$ cat config.mk
export PLATFORM = sky130hd
export DESIGN_NAME = mem_rr_arbiter
export DESIGN_NICKNAME = d
export VERILOG_FILES = /design/src/rtl/mem_arb_pkg.sv /design/src/rtl/mem_arb_owner_fifo.sv /design/src/rtl/mem_rr_arbiter.sv
export SDC_FILE = /design/constraint.sdc
export NUM_CORES = 1
export LEC_CHECK = 0
export CELL_PAD_IN_SITES_DETAIL_PLACEMENT = 2
export CELL_PAD_IN_SITES_GLOBAL_PLACEMENT = 2
export CORE_ASPECT_RATIO = 0.5
export CORE_UTILIZATION = 10
export CTS_CLUSTER_DIAMETER = 40
export DETAILED_ROUTE_END_ITERATION = 10
export PLACE_DENSITY = 0.86
export SLEW_MARGIN = 20
export SYNTH_ARGS = -nofsm -noshare
export SYNTH_HDL_FRONTEND = slang
export SYNTH_SLANG_ARGS = --single-unit
$ cat constraint.sdc
create_clock -name clk_i -period 2.22 [get_ports clk_i]
set_input_delay 0.444 -clock clk_i [delete_from_list [all_inputs] [get_ports clk_i]]
set_output_delay 0.444 -clock clk_i [all_outputs]
set_load 0.1 [all_outputs]
$ cat src/rtl/mem_arb_pkg.sv
// Shared types and helpers for the mem-port round-robin arbiter.
//   owner_idx_t : requester index as stored in the owner FIFO and the rr pointer.
//                 It is sized for up to MEM_ARB_MAX_REQ requesters, so one package
//                 serves every arbiter instance whatever its NUM_REQ.
//   rr_select   : first asserted request scanning upward from ptr, wrapping at num_req.
package mem_arb_pkg;

   localparam int MEM_ARB_MAX_REQ = 32;
   localparam int OWNER_W         = 5;

   typedef logic [OWNER_W-1:0] owner_idx_t;

   function automatic owner_idx_t rr_select(input logic [MEM_ARB_MAX_REQ-1:0] req,
                                            input owner_idx_t                  ptr,
                                            input int                          num_req);
      owner_idx_t sel;
      int         idx;
      sel = '0;
      // Scan from the farthest offset down so the closest requester to ptr wins.
      for (int i = MEM_ARB_MAX_REQ - 1; i >= 0; i--) begin
         if (i < num_req) begin
            idx = (int'(ptr) + i) % num_req;
            if (req[idx[4:0]]) sel = owner_idx_t'(idx);
         end
      end
      return sel;
   endfunction

endpackage

$ cat src/rtl/mem_arb_owner_fifo.sv
// Owner FIFO: in-order record of which requester issued each granted request.
// Ports:
//   clk_i, rst_i      clock, synchronous active-high reset (empties the FIFO)
//   push, push_idx    enqueue the granted requester index (ignored when full)
//   pop               dequeue the head (ignored when empty)
//   head              owner of the oldest outstanding request
//   full, empty       occupancy flags
// Depth need not be a power of two; pointers wrap explicitly.
module mem_arb_owner_fifo
   import mem_arb_pkg::*;
#(
   parameter int DEPTH = 2
) (
   input  logic       clk_i,
   input  logic       rst_i,
   input  logic       push,
   input  owner_idx_t push_idx,
   input  logic       pop,
   output owner_idx_t head,
   output logic       full,
   output logic       empty
);

   localparam int PTR_W = (DEPTH > 1) ? $clog2(DEPTH) : 1;
   localparam int CNT_W = $clog2(DEPTH + 1);

   owner_idx_t       mem_q [DEPTH];
   logic [PTR_W-1:0] wr_ptr;
   logic [PTR_W-1:0] rd_ptr;
   logic [CNT_W-1:0] count;
   logic             do_push;
   logic             do_pop;

   function automatic logic [PTR_W-1:0] ptr_inc(input logic [PTR_W-1:0] p);
      return (p == PTR_W'(DEPTH - 1)) ? '0 : p + PTR_W'(1);
   endfunction

   assign full    = (count == CNT_W'(DEPTH));
   assign empty   = (count == '0);
   assign do_push = push && !full;
   assign do_pop  = pop && !empty;
   assign head    = mem_q[rd_ptr];

   always_ff @(posedge clk_i) begin
      if (do_push) mem_q[wr_ptr] <= push_idx;
   end

   always_ff @(posedge clk_i) begin
      if (rst_i) begin
         wr_ptr <= '0;
         rd_ptr <= '0;
         count  <= '0;
      end else begin
         if (do_push) wr_ptr <= ptr_inc(wr_ptr);
         if (do_pop)  rd_ptr <= ptr_inc(rd_ptr);
         case ({do_push, do_pop})
            2'b10:   count <= count + CNT_W'(1);
            2'b01:   count <= count - CNT_W'(1);
            default: count <= count;
         endcase
      end
   end

endmodule

$ cat src/rtl/mem_rr_arbiter.sv
// Round-robin arbiter sharing one mem-protocol master (mem-to-AXI adapter)
// among NUM_REQ mem requesters. An owner FIFO routes in-order responses back
// to the issuing port.
// Ports:
//   clk_i, rst_i                               clock, synchronous active-high reset
//   s_mem_req/addr/we/wdata/be  [NUM_REQ]      requester request side
//   s_mem_gnt/valid/rdata/error [NUM_REQ]      requester grant / response side
//   m_mem_req/addr/we/wdata/be                 request to the adapter
//   m_mem_gnt/valid/rdata/error                grant / response from the adapter
// Build option: define MEM_ARB_FIXED_PRIO_EN to pin the rr pointer at 0
// (lowest index always wins); FIFO and response routing are unchanged.
module mem_rr_arbiter
   import mem_arb_pkg::*;
#(
   parameter int NUM_REQ         = 2,
   parameter int MEM_ADDR_WIDTH  = 32,
   parameter int MEM_DATA_WIDTH  = 32,
   parameter int MAX_OUTSTANDING = 2
) (
   input  logic                        clk_i,
   input  logic                        rst_i,
   input  logic [NUM_REQ-1:0]          s_mem_req,
   input  logic [MEM_ADDR_WIDTH-1:0]   s_mem_addr  [NUM_REQ],
   input  logic [NUM_REQ-1:0]          s_mem_we,
   input  logic [MEM_DATA_WIDTH-1:0]   s_mem_wdata [NUM_REQ],
   input  logic [MEM_DATA_WIDTH/8-1:0] s_mem_be    [NUM_REQ],
   output logic [NUM_REQ-1:0]          s_mem_gnt,
   output logic [NUM_REQ-1:0]          s_mem_valid,
   output logic [MEM_DATA_WIDTH-1:0]   s_mem_rdata [NUM_REQ],
   output logic [NUM_REQ-1:0]          s_mem_error,
   output logic                        m_mem_req,
   output logic [MEM_ADDR_WIDTH-1:0]   m_mem_addr,
   output logic                        m_mem_we,
   output logic [MEM_DATA_WIDTH-1:0]   m_mem_wdata,
   output logic [MEM_DATA_WIDTH/8-1:0] m_mem_be,
   input  logic                        m_mem_gnt,
   input  logic                        m_mem_valid,
   input  logic [MEM_DATA_WIDTH-1:0]   m_mem_rdata,
   input  logic                        m_mem_error
);

   logic [MEM_ARB_MAX_REQ-1:0] req_ext;
   owner_idx_t                 sel;
   owner_idx_t                 rr_ptr;
   owner_idx_t                 head;
   logic                       any_req;
   logic                       fifo_full;
   logic                       fifo_empty;
   logic                       grant;
   logic                       rsp_ok;

   always_comb begin
      req_ext                = '0;
      req_ext[NUM_REQ-1:0]   = s_mem_req;
   end

   assign any_req = |s_mem_req;
   assign sel     = rr_select(req_ext, rr_ptr, NUM_REQ);

   // Full blocks the request even if a pop lands this cycle, so there is no
   // combinational path from m_mem_valid to m_mem_req.
   assign m_mem_req = any_req && !fifo_full && !rst_i;
   assign grant     = m_mem_req && m_mem_gnt;
   assign rsp_ok    = m_mem_valid && !fifo_empty && !rst_i;

   always_comb begin
      m_mem_addr  = '0;
      m_mem_we    = 1'b0;
      m_mem_wdata = '0;
      m_mem_be    = '0;
      if (any_req) begin
         for (int i = 0; i < NUM_REQ; i++) begin
            if (owner_idx_t'(i) == sel) begin
               m_mem_addr  = s_mem_addr[i];
               m_mem_we    = s_mem_we[i];
               m_mem_wdata = s_mem_wdata[i];
               m_mem_be    = s_mem_be[i];
            end
         end
      end
   end

   always_comb begin
      s_mem_gnt   = '0;
      s_mem_valid = '0;
      s_mem_error = '0;
      for (int i = 0; i < NUM_REQ; i++) begin
         s_mem_rdata[i] = m_mem_rdata;
         if (grant && owner_idx_t'(i) == sel) s_mem_gnt[i] = 1'b1;
         if (rsp_ok && owner_idx_t'(i) == head) begin
            s_mem_valid[i] = 1'b1;
            s_mem_error[i] = m_mem_error;
         end
      end
   end

`ifdef MEM_ARB_FIXED_PRIO_EN
   assign rr_ptr = '0;
`else
   always_ff @(posedge clk_i) begin
      if (rst_i) begin
         rr_ptr <= '0;
      end else if (grant) begin
         rr_ptr <= (int'(sel) == NUM_REQ - 1) ? '0 : sel + owner_idx_t'(1);
      end
   end
`endif

   mem_arb_owner_fifo #(
      .DEPTH    (MAX_OUTSTANDING)
   ) u_owner_fifo (
      .clk_i    (clk_i),
      .rst_i    (rst_i),
      .push     (grant),
      .push_idx (sel),
      .pop      (m_mem_valid),
      .head     (head),
      .full     (fifo_full),
      .empty    (fifo_empty)
   );

   // A response with nobody waiting for it means the adapter and the arbiter
   // disagree about outstanding requests; it is dropped either way.
   always_ff @(posedge clk_i) begin
      if (!rst_i) assert (!(m_mem_valid && fifo_empty));
   end

endmodule

==> flow_metrics.env, run 1 <==
export IMPL_outcome="finished clean"
export IMPL_tns_ns=0
export IMPL_synth_top_area_share_pct=26.0
export IMPL_finalClockSkew_ns=0.000348
export IMPL_synth_area_mm2=0.00229
export IMPL_overflow=0
export IMPL_grt_max_degree=60
export IMPL_antenna_found_initial=0
export IMPL_placed_area_mm2=0.00524
export IMPL_drt_iter0_markers=135
export IMPL_yosys_top_cells_count="nand2_1 (70), nand3_1 (69), o21ai_2 (68)"
export IMPL_p_clk_share_pct=11.2
export IMPL_criticalPathCategory="input pin to primary output"
export IMPL_finalCritPeriodShare_pct=97.0
export IMPL_synth_edf_count=2
export IMPL_numPortBuffers=220
export IMPL_synthTopCellsByArea="o21ai_2 (26%), buf_4 (21%), nand3_1 (15%)"
export IMPL_place_gp_congestion=0.806
export IMPL_ys_warnings_count=0
export IMPL_grt_use_total_pct=11.6
export IMPL_diodes=0
export IMPL_syn_avg_cell_area_um2=6.64
export IMPL_pwr_share_comb_pct=80.9
export IMPL_rsz0062_at_grt="no"
export IMPL_ant_nets=0
export IMPL_hold_viol_final=0
export IMPL_ys_seq_area_share_pct=7.86
export IMPL_post_cts_buffers=0
export IMPL_timing_rr_start="u_owner_fifo.count[0]"
export IMPL_power_density_mw_per_mm2=527
export IMPL_root_buffer="clkbuf_16"
export IMPL_layout_drive_gt1_share_pct=36.7
export IMPL_maxCapViolations=0
export IMPL_async_reset_ff_share_pct=0
export IMPL_clk_pin_slew_ns=0.04
export IMPL_seq_power_share_pct=7.8
export IMPL_cts_max_level=1
export IMPL_cts_buffer_depth=2
export IMPL_cts_sinks=8
export IMPL_max_freq_ghz=0.464
export IMPL_internal_power_mw=1.30
export IMPL_slew_headroom_pct=77.4
export IMPL_fin_nets=669
export IMPL_yosysMostFrequentCell="nand2_1"
export IMPL_place_hpwl_um=12200
export IMPL_period_needed_ns=2.15
export IMPL_yosys_most_used_dff="dfxtp_1"
export IMPL_finalSetupViolCount=0
export IMPL_clock_latency_ns=0.23
export IMPL_fin_area_mm2=0.00533
export IMPL_rows=38
export IMPL_synth_fp_nets=523
export IMPL_drc=0
export IMPL_via_per_inst=3.72
export IMPL_chipHeight_um=109
export IMPL_wl_per_cell_um=18.4
export IMPL_die_w_um=216
export IMPL_wl_um=14600
export IMPL_ys_types=31
export IMPL_core_area_mm2=0.0221
export IMPL_dr_pass1_iters=4
export IMPL_end_kind="primary output"
export IMPL_min_path_type="flop to flop"
export IMPL_cts_buffers=3
export IMPL_crit_required_ns=1.78
export IMPL_cts_tree="built"
export IMPL_swShare_pct=53.7
export IMPL_crit_start="m_mem_gnt"
export IMPL_syn_inst=345
export IMPL_critical_path_peak_fanout=4
export IMPL_vdd_drop_max_v=0.000167
export IMPL_grt_pass1_vias=3235
export IMPL_min_path_cells=1
export IMPL_synth_top_area_cell="o21ai_2"
export IMPL_cp_start_kind="input pin"
export IMPL_min_from="u_owner_fifo.wr_ptr"
export IMPL_grt_pass1_wl_um=20500
export IMPL_rr_worst_depth=5
export IMPL_die_area_mm2=0.0236
export IMPL_start_util_pct=10.4
export IMPL_p_sw_mw=1.51
export IMPL_p_leak_nw=2.04
export IMPL_worst_pin_slew_ns=0.338
export IMPL_io_pins=317
export IMPL_maxSlewViolCount=0
export IMPL_vias=2941
export IMPL_crit_arrival_ns=1.71
export IMPL_ys_ff_latch=8
export IMPL_layout_area_overhead_vs_synth_pct=132
[cell type report]
| class | count | area, µm² |
|---|---|---|
| clock buffer | 4 | 78.8 |
| fill | 2517 | 16700 |
| inverter | 3 | 11.3 |
| multi-input combinational | 237 | 1520 |
| sequential | 8 | 181 |
| tap | 300 | 375 |
| timing repair buffer | 238 | 3160 |
[layout by cell type (no fill, tap or decap), types with 2 or more instances in the layout]
cell	netlist	final
buf_6	11	2
o21ai_4	0	8
edfxtp_1	2	2
buf_4	64	11
inv_1	2	2
and2_4	1	3
nand2_1	70	70
buf_2	0	2
nand3_1	69	69
dfxtp_1	6	5
clkbuf_16	0	3
clkdlybuf4s50_1	0	142
buf_12	0	81
o21ai_2	68	62
nor2_1	7	6
xor2_1	2	2
[final timing paths]
kind,to,slack (ns)
min reg2reg,u_owner_fifo.wr_ptr,0.51
max,s_mem_gnt[0],0.07
max reg2reg,u_owner_fifo.count[1],0.34
min,u_owner_fifo.wr_ptr,0.51
[logic make-up (layout without fill, tap and decap cells)]
group                      Yosys count  after routing  synth area share (%)
and+or+nand+nor                    155            155                  30.7
buffers and inverters              100            245                  30.5
AOI/OAI and AO/OA                   76             76                  28.4
DFF                                  8              8                  7.86
xor gates and xnor gates             3              3                  1.15
muxes                                2              2                 0.874
adders and majority gates            1              1                 0.546
[power by group through the flow]
stage / Clock (mW) / Combinational (mW) / Sequential (mW)
floorplan: 0 / 1.88 / 0.213
CTS: 0.324 / 2.30 / 0.222
finish: 0.315 / 2.27 / 0.220
detailed placement: 0 / 2.28 / 0.224
global route: 0.329 / 2.35 / 0.226
global placement: 0 / 2.23 / 0.220
[critical path, stage by stage]
cell and delay [ns]:
clkdlybuf4s50_1 0.55, o2111ai_1 0.21, buf_4 0.22, nor2_4 0.10, buf_12 0.18
[per-stage QoR]
step                      setup WS, ns  std cells  utilization (%)  total power [mW]  hold slack [ns]
after CTS                       0.0198        790             24.1              2.84            0.527
after detailed placement        0.0776        786             23.7              2.51            0.517
after floorplan                 -0.216        345                -              2.09            0.450
final                           0.0667        790             24.1              2.81            0.514
after global placement           0.160        786             23.7              2.45            0.476
after global routing            0.0231        790             24.1              2.90            0.555
[what timing repair did]
action / in CTS / in global routing
hold buffers: 0 / 0
resized for setup: 0 / 2
setup endpoints to repair: 0 / 12
[metal layers]
metal,share of wire (%),GRT usage [%]
met3,3.8,2.43
met4,1.5,2.72
met2,58,23.4
met5,0,0
met1,37,12.4
Power figures use the tool's default switching activity.
==> run 2: changes to the inputs <==
--- a/config.mk
+++ b/config.mk
@@ -11,6 +11,7 @@
 export CORE_UTILIZATION = 10
 export CTS_CLUSTER_DIAMETER = 40
 export DETAILED_ROUTE_END_ITERATION = 10
+export GPL_TIMING_DRIVEN = 0
 export PLACE_DENSITY = 0.86
 export SLEW_MARGIN = 20
 export SYNTH_ARGS = -nofsm -noshare
==> constraint.sdc (replaced) <==
create_clock -name clk_i -period 2.4 [get_ports clk_i]
set_input_delay 0.48 -clock clk_i [delete_from_list [all_inputs] [get_ports clk_i]]
set_output_delay 0.48 -clock clk_i [all_outputs]
set_load 0.1 [all_outputs]
==> flow_metrics.env, run 2 (synthesis gave the netlist of run 1 again) <==
export IMPL_grt_max_degree=12
export IMPL_die_area_mm2=0.0236
export IMPL_max_freq_ghz=0.424
export IMPL_power_density_mw_per_mm2=493
export IMPL_p_clk_share_pct=9.7
export IMPL_stdcell_count=930
export IMPL_layout_area_overhead_vs_synth_pct=160
export IMPL_maxCapViolations=0
export IMPL_layout_drive_gt1_share_pct=39.4
export IMPL_cp_start_kind="input pin"
export IMPL_ant_nets=0
export IMPL_final_cell_mix="clkdlybuf4s50_1 (205), buf_4 (119), nand2_1 (70)"
export IMPL_cts_buffer_depth=2
export IMPL_cp_top_family="buffers and inverters"
export IMPL_slew_headroom_pct=32.5
export IMPL_wl_um=16300
export IMPL_post_cts_buffers=0
export IMPL_p_sw_mw=1.83
export IMPL_clk_pin_slew_ns=0.04
export IMPL_period_needed_ns=2.36
export IMPL_cp_depth=4
export IMPL_criticalPathCategory="input pin to primary output"
export IMPL_min_path_type="flop to flop"
export IMPL_start_util_pct=10.4
export IMPL_place_hpwl_um=14200
export IMPL_cts_buffers=3
export IMPL_fin_nets=809
export IMPL_fillers=2563
export IMPL_rsz0062_at_grt="no"
export IMPL_r2r_setup_slack_ns=0.39
export IMPL_rr_worst_depth=5
export IMPL_rows=38
export IMPL_cts_max_level=1
export IMPL_worstPathCellList="clkdlybuf4s50_1 -> o21ai_2 -> nor3_4 -> clkdlybuf4s15_2"
export IMPL_end_kind="primary output"
export IMPL_p_leak_nw=2.38
export IMPL_cp_slowest_cell="clkdlybuf4s15_2"
export IMPL_dr_pass1_iters=4
export IMPL_via_per_inst=3.74
export IMPL_maxSlewViolCount=0
export IMPL_grt_use_total_pct=12.9
export IMPL_setup_ws_ns=0.0392
export IMPL_overflow=0
export IMPL_final_common_cell="clkdlybuf4s50_1"
export IMPL_p_total_mw=2.94
export IMPL_worst_pin_slew_ns=1.01
export IMPL_drc=0
export IMPL_crit_required_ns=1.92
export IMPL_timing_rr_start="u_owner_fifo.count[0]"
export IMPL_internal_power_mw=1.10
export IMPL_io_pins=317
export IMPL_crit_arrival_ns=1.88
export IMPL_root_buffer="clkbuf_16"
export IMPL_swShare_pct=62.4
export IMPL_finalClockSkew_ns=0.00191
export IMPL_finalCritPeriodShare_pct=98.4
export IMPL_place_ws_ns=-1.08
export IMPL_numPortBuffers=281
export IMPL_die_w_um=216
export IMPL_grt_pass1_vias=3898
export IMPL_antenna_found_initial=0
export IMPL_dp_cells=926
export IMPL_vias=3474
export IMPL_vdd_drop_max_v=0.000170
export IMPL_final_util_pct=27.0
export IMPL_crit_buf_inv=2
export IMPL_wl_per_cell_um=17.6
export IMPL_finalSetupViolCount=0
export IMPL_rr_endpoint="u_owner_fifo.count[1]"
export IMPL_tns_ns=0
export IMPL_drt_iter0_markers=92
export IMPL_place_gp_congestion=0.779
export IMPL_cts_tree="built"
export IMPL_critical_path_peak_fanout=4
export IMPL_cp_slowest_stage_delay_ns=0.58
export IMPL_seq_power_share_pct=6.7
export IMPL_hold_viol_final=0
export IMPL_cts_sinks=8
export IMPL_grt_pass1_wl_um=23300
export IMPL_pwr_share_comb_pct=83.6
export IMPL_core_area_mm2=0.0221
export IMPL_chipHeight_um=109
export IMPL_crit_start="m_mem_valid"
export IMPL_clock_latency_ns=0.23
export IMPL_outcome="finished clean"
export IMPL_diodes=0
export IMPL_crit_path_end="s_mem_valid[1]"
run 2: changes by cell type in the layout (fill, tap and decap cells not counted), moves of 9 or more:
cell / previous run / this run
buf_4: 11 / 119
buf_6: 2 / 11
clkbuf_4: 0 / 15
buf_12: 81 / 0
clkbuf_2: 0 / 13
o21ai_2: 62 / 2
o21ai_4: 8 / 68
clkdlybuf4s50_1: 142 / 205
run 2: how the worst min path moves through the flow:
| stage | from | endpoint | slack (ns) | cells past startpoint |
|---|---|---|---|---|
| after floorplan | u_owner_fifo.wr_ptr | u_owner_fifo.wr_ptr | 0.45 | 1 |
| after global placement | u_owner_fifo.wr_ptr | u_owner_fifo.wr_ptr | 0.46 | 1 |
| after detailed placement | u_owner_fifo.wr_ptr | u_owner_fifo.wr_ptr | 0.50 | 1 |
| after CTS | u_owner_fifo.wr_ptr | u_owner_fifo.wr_ptr | 0.51 | 1 |
| after global routing | u_owner_fifo.rd_ptr | u_owner_fifo.rd_ptr | 0.54 | 2 |
| final | u_owner_fifo.wr_ptr | u_owner_fifo.wr_ptr | 0.50 | 1 |
run 2: area by class of cell:
| cell class | instances | area (µm²) | share of cell area (%) |
|---|---|---|---|
| multi-input cells | 237 | 1960 | 33.0 |
| plain buffers | 97 | 709 | 11.9 |
| well taps | 300 | 375 | 6.31 |
| repair buffers | 281 | 2630 | 44.2 |
| clock buffers | 4 | 78.8 | 1.33 |
| flip-flops and latches | 8 | 180 | 3.03 |
| inverters | 3 | 11.3 | 0.189 |
run 2: worst reg2reg max path: stages (launching register included):
cell       delay [ns]
dfxtp_1          0.41
nand2b_1         0.23
o2111ai_1        0.35
ha_1             0.45
or3_1            0.37
a21oi_1          0.13
run 2: metal layers:
layer	global-route usage [%]	vias to the layer above	part of all wire, %
met5	0	-	0
met4	3.22	0	2.0
met3	1.14	18	2.1
met2	26.7	62	59
met1	14.0	1722	37
li1	-	1672	-
run 2: power by group through the flow:
stage / logic [mW] / clock network [mW] / registers (mW)
floorplan: 1.84 / 0 / 0.191
global placement: 2.46 / 0 / 0.193
detailed placement: 2.50 / 0 / 0.196
CTS: 2.46 / 0.294 / 0.195
global route: 2.54 / 0.306 / 0.197
finish: 2.45 / 0.285 / 0.195
run 2: what timing repair did:
action                                  in CTS  in global routing
endpoints found under the setup margin      76                 33
endpoints found under the hold margin        0                  0
pin swaps                                    0                  0
hold buffers                                 0                  0
resized for setup                          437                 23
run 2: stage by stage:
stage | cell area [µm²] | hold WS, ns
final | 5950 | 0.500
after global routing | 5950 | 0.539
after CTS | 5920 | 0.510
after detailed placement | 6030 | 0.499
after global placement | 6030 | 0.461
after floorplan | 2850 | 0.450
==> edit (flow settings as in run 1) <==
Reset style: asynchronous (`rst_i`), changed in 2 clocked blocks. Comments in the files are not updated.
--- a/src/rtl/mem_arb_owner_fifo.sv
+++ b/src/rtl/mem_arb_owner_fifo.sv
@@ -45,7 +45,7 @@
       if (do_push) mem_q[wr_ptr] <= push_idx;
    end
 
-   always_ff @(posedge clk_i) begin
+   always_ff @(posedge clk_i or posedge rst_i) begin
       if (rst_i) begin
          wr_ptr <= '0;
          rd_ptr <= '0;
--- a/src/rtl/mem_rr_arbiter.sv
+++ b/src/rtl/mem_rr_arbiter.sv
@@ -97,7 +97,7 @@
 `ifdef MEM_ARB_FIXED_PRIO_EN
    assign rr_ptr = '0;
 `else
-   always_ff @(posedge clk_i) begin
+   always_ff @(posedge clk_i or posedge rst_i) begin
       if (rst_i) begin
          rr_ptr <= '0;
       end else if (grant) begin
Check against the original RTL: differs if rst_i is asserted again (counterexample within 4 cycles, from zero or initial values and one cycle with rst_i high); with rst_i held inactive, the same outputs for 4 cycles.
==> edit against run 1 <==
- clock power down 3%
- count of clock-buffer cells in the layout down 1
- worst setup slack worse by 0.019 ns
- global-route usage up 1.6 points
- sequential cell count down 1
- register-to-register slack worse by 0.10 ns
- final area up 13%
- power up 73%
- fmax down 0.86%
- wire length up 4.6%
- synthesized area down 6.8%
- critical path type is now reg2out
- critical endpoint is now s_mem_gnt[1]
- largest power group unchanged
==> edit: results (changes against run 1) <==
| Metric | Value |
|---|---|
| Num CTS Buffers | 3 (unchanged) |
| H-Tree Level Count | 1 (unchanged) |
| Peak VDD IR | 327.6 uV (+96%) |
| Synth Flop Type | dfrtp_1 |
| YS warnings | 0 (unchanged) |
| Placed Area | 5912 um^2 (+13%) |
| Leak | 2.142 nW (+5.1%) |
| Net Switching | 2.858 mW (+90%) |
| Ys async rst share | 71.43% (+71 points) |
| Detailed Place HPWL | 12,660 um (+3.9%) |
| Share of layout cells above drive strength 1 | 39.07% (+2.3 points) |
| Fillers | 2,239 (-11%) |
| Biggest cell delay along the critical path | 0.59 ns (+0.04 ns) |
| Clock latency at the later pin of the worst-skew pair | 0.23 ns (about the same) |
| Worst slew pin tran | 0.4625 ns (+0.1242 ns) |
| Post-synthesis sequential area ratio | 8.670% (+0.81 points) |
| Clock power share | 6.3% (-4.9 points) |
| Largest net degree at the start of global routing | 41 (-32%) |
| Post-synth EDFFs | 2 (unchanged) |
| RD Place Congestion | 0.8211 (+1.8%) |
| IO Port Bufs | 220 (unchanged) |
| Drt total wl | 15,240 um (+4.6%) |
| PD cells | 808.2 nW/um^2 (+53%) |
| ANT cells | 0 (unchanged) |
| Clock skew | 0.004187 ns (+0.003839 ns) |
| Largest registers | u_owner_fifo.count x2, u_owner_fifo.mem_q x2 |
| Placement Setup Slack | -0.06817 ns (-0.1457 ns) |
| Nets | 673 (+0.60%) |
| Crit Path Max Fanout | 3 (-1) |
| Status | finished, final reports clean |
| Worst reg2reg path depth | 6 (+1) |
| Synth Net Count | 522 (-0.19%) |
| Worst min path class | in2async |
| Placed insts | 760 (-3.3%) |
| Via-per-instance ratio | 4.064 (+9.2%) |
| Antenna violations before repair | 0 (unchanged) |
| Delay-heaviest family, CP | simple AND/OR/NAND/NOR gates |
| Worst EP arrival | 1.73 ns (+0.02 ns) |
| Post-Layout Cell Count | 767 (-2.9%) |
| Synth cell types | 23 (-26%) |
| Area leader, netlist | o211ai_1 |
| Global-route wire length before repair | 22,170 um (+8.1%) |
| Synth top area cells | o211ai_1 24%, buf_4 23%, o21ai_0 16% |
| Clk Tree Root Cell | clkbuf_16 |
| Reg clk slew, reported paths | 0.04 ns (about the same) |
| Clock buffer depth | 2 (unchanged) |
| Post-synthesis cell count | 344 (-0.29%) |
| GR Util All Layers | 13.20% (+1.6 points) |
| Power Sequential | 0.257 mW (+17%) |
| DRT Pass-1 Iters | 4 (unchanged) |
| DR iter-0 viols | 106 (-21%) |
| Vias in the first global route | 3,558 (+10%) |
| Slowest CP cell | or4b_4 |
| Commonest cells post-synth | 70 x o21ai_0, 69 x nand2_1, 69 x o211ai_1 |
[edit: changes by cell type in the layout (fill, tap and decap cells not counted), sizes merged, moves of 2 or more]
cell / change
clkdlybuf4s50: -2
nor2: -3
nand2b: -2
nor2b: +2
o211ai: +69
dfxtp: -6
buf: +11
nand3: -69
xnor2: +3
dfrtp: +5
[edit: logic make-up after synthesis]
kind of cell               count (synthesis)  synth area share, %
DFF                                        7                8.670
adders and majority gates                  1               0.5857
xor gates and xnor gates                   5                2.050
buffers and inverters                    107                30.81
muxes                                      2               0.9374
and+or+nand+nor                           82                15.76
AOI/OAI and AO/OA                        140                41.18
[edit: through the flow]
step	utilization, %	hold slack [ns]
2_1_floorplan	-	0.2225
3_3_place_gp	28.51	0.4864
3_5_place_dp	28.51	0.4986
4_1_cts	28.93	0.4488
5_1_grt	29.02	0.4546
6_report	29.02	0.4431
[edit: worst reg2reg max path: cells and delay by family (launching register included)]
| family | cells | cell delay (ns) |
|---|---|---|
| xor+xnor | 1 | 0.15 |
| fa+ha+maj | 1 | 0.31 |
| buf+inv | 1 | 0.17 |
| flops | 1 | 0.38 |
| simple gates | 3 | 0.89 |
[edit: worst paths after layout]
check / startpoint / end / slack, ns
min in group clk_i: u_owner_fifo.rd_ptr$_DFFE_PP0N_ / u_owner_fifo.rd_ptr$_DFFE_PP0N_ / 0.51
max in group asynchronous: rst_i / rr_ptr[0]$_DFFE_PP0N_ / 1.59
setup / recovery: u_owner_fifo.count[1]$_DFFE_PP0P_ / s_mem_gnt[1] / 0.05
hold reg to reg: u_owner_fifo.rd_ptr$_DFFE_PP0N_ / u_owner_fifo.rd_ptr$_DFFE_PP0N_ / 0.51
setup reg to reg: u_owner_fifo.count[1]$_DFFE_PP0P_ / u_owner_fifo.count[1]$_DFFE_PP0P_ / 0.24
hold / removal: rst_i / u_owner_fifo.rd_ptr$_DFFE_PP0N_ / 0.44
[edit: layout make-up]
class / count / share of cell area (%)
Tap cell: 273 / 5.675
Multi-Input combinational cell: 230 / 35.23
Sequential cell: 7 / 3.118
Clock inverter: 1 / 0.08314
Clock buffer: 3 / 1.247
Inverter: 4 / 0.2910
Timing Repair Buffer: 249 / 54.35
[edit: what timing repair did]
| item | in CTS | in global routing |
|---|---|---|
| endpoints found under the hold margin | 0 | 0 |
| pin swaps | 1 | 0 |
| setup buffers | 1 | 2 |
| setup endpoints to repair | 20 | 2 |
| resized for setup | 2 | 2 |
[edit: metal layers]
metal	routed length, um	part of all wire, %	GRT usage (%)
met5	0	0	0
met4	501	3.3	4.569
met1	5471	36	13.84
met2	8863	58	26.98
met3	401	2.6	1.490
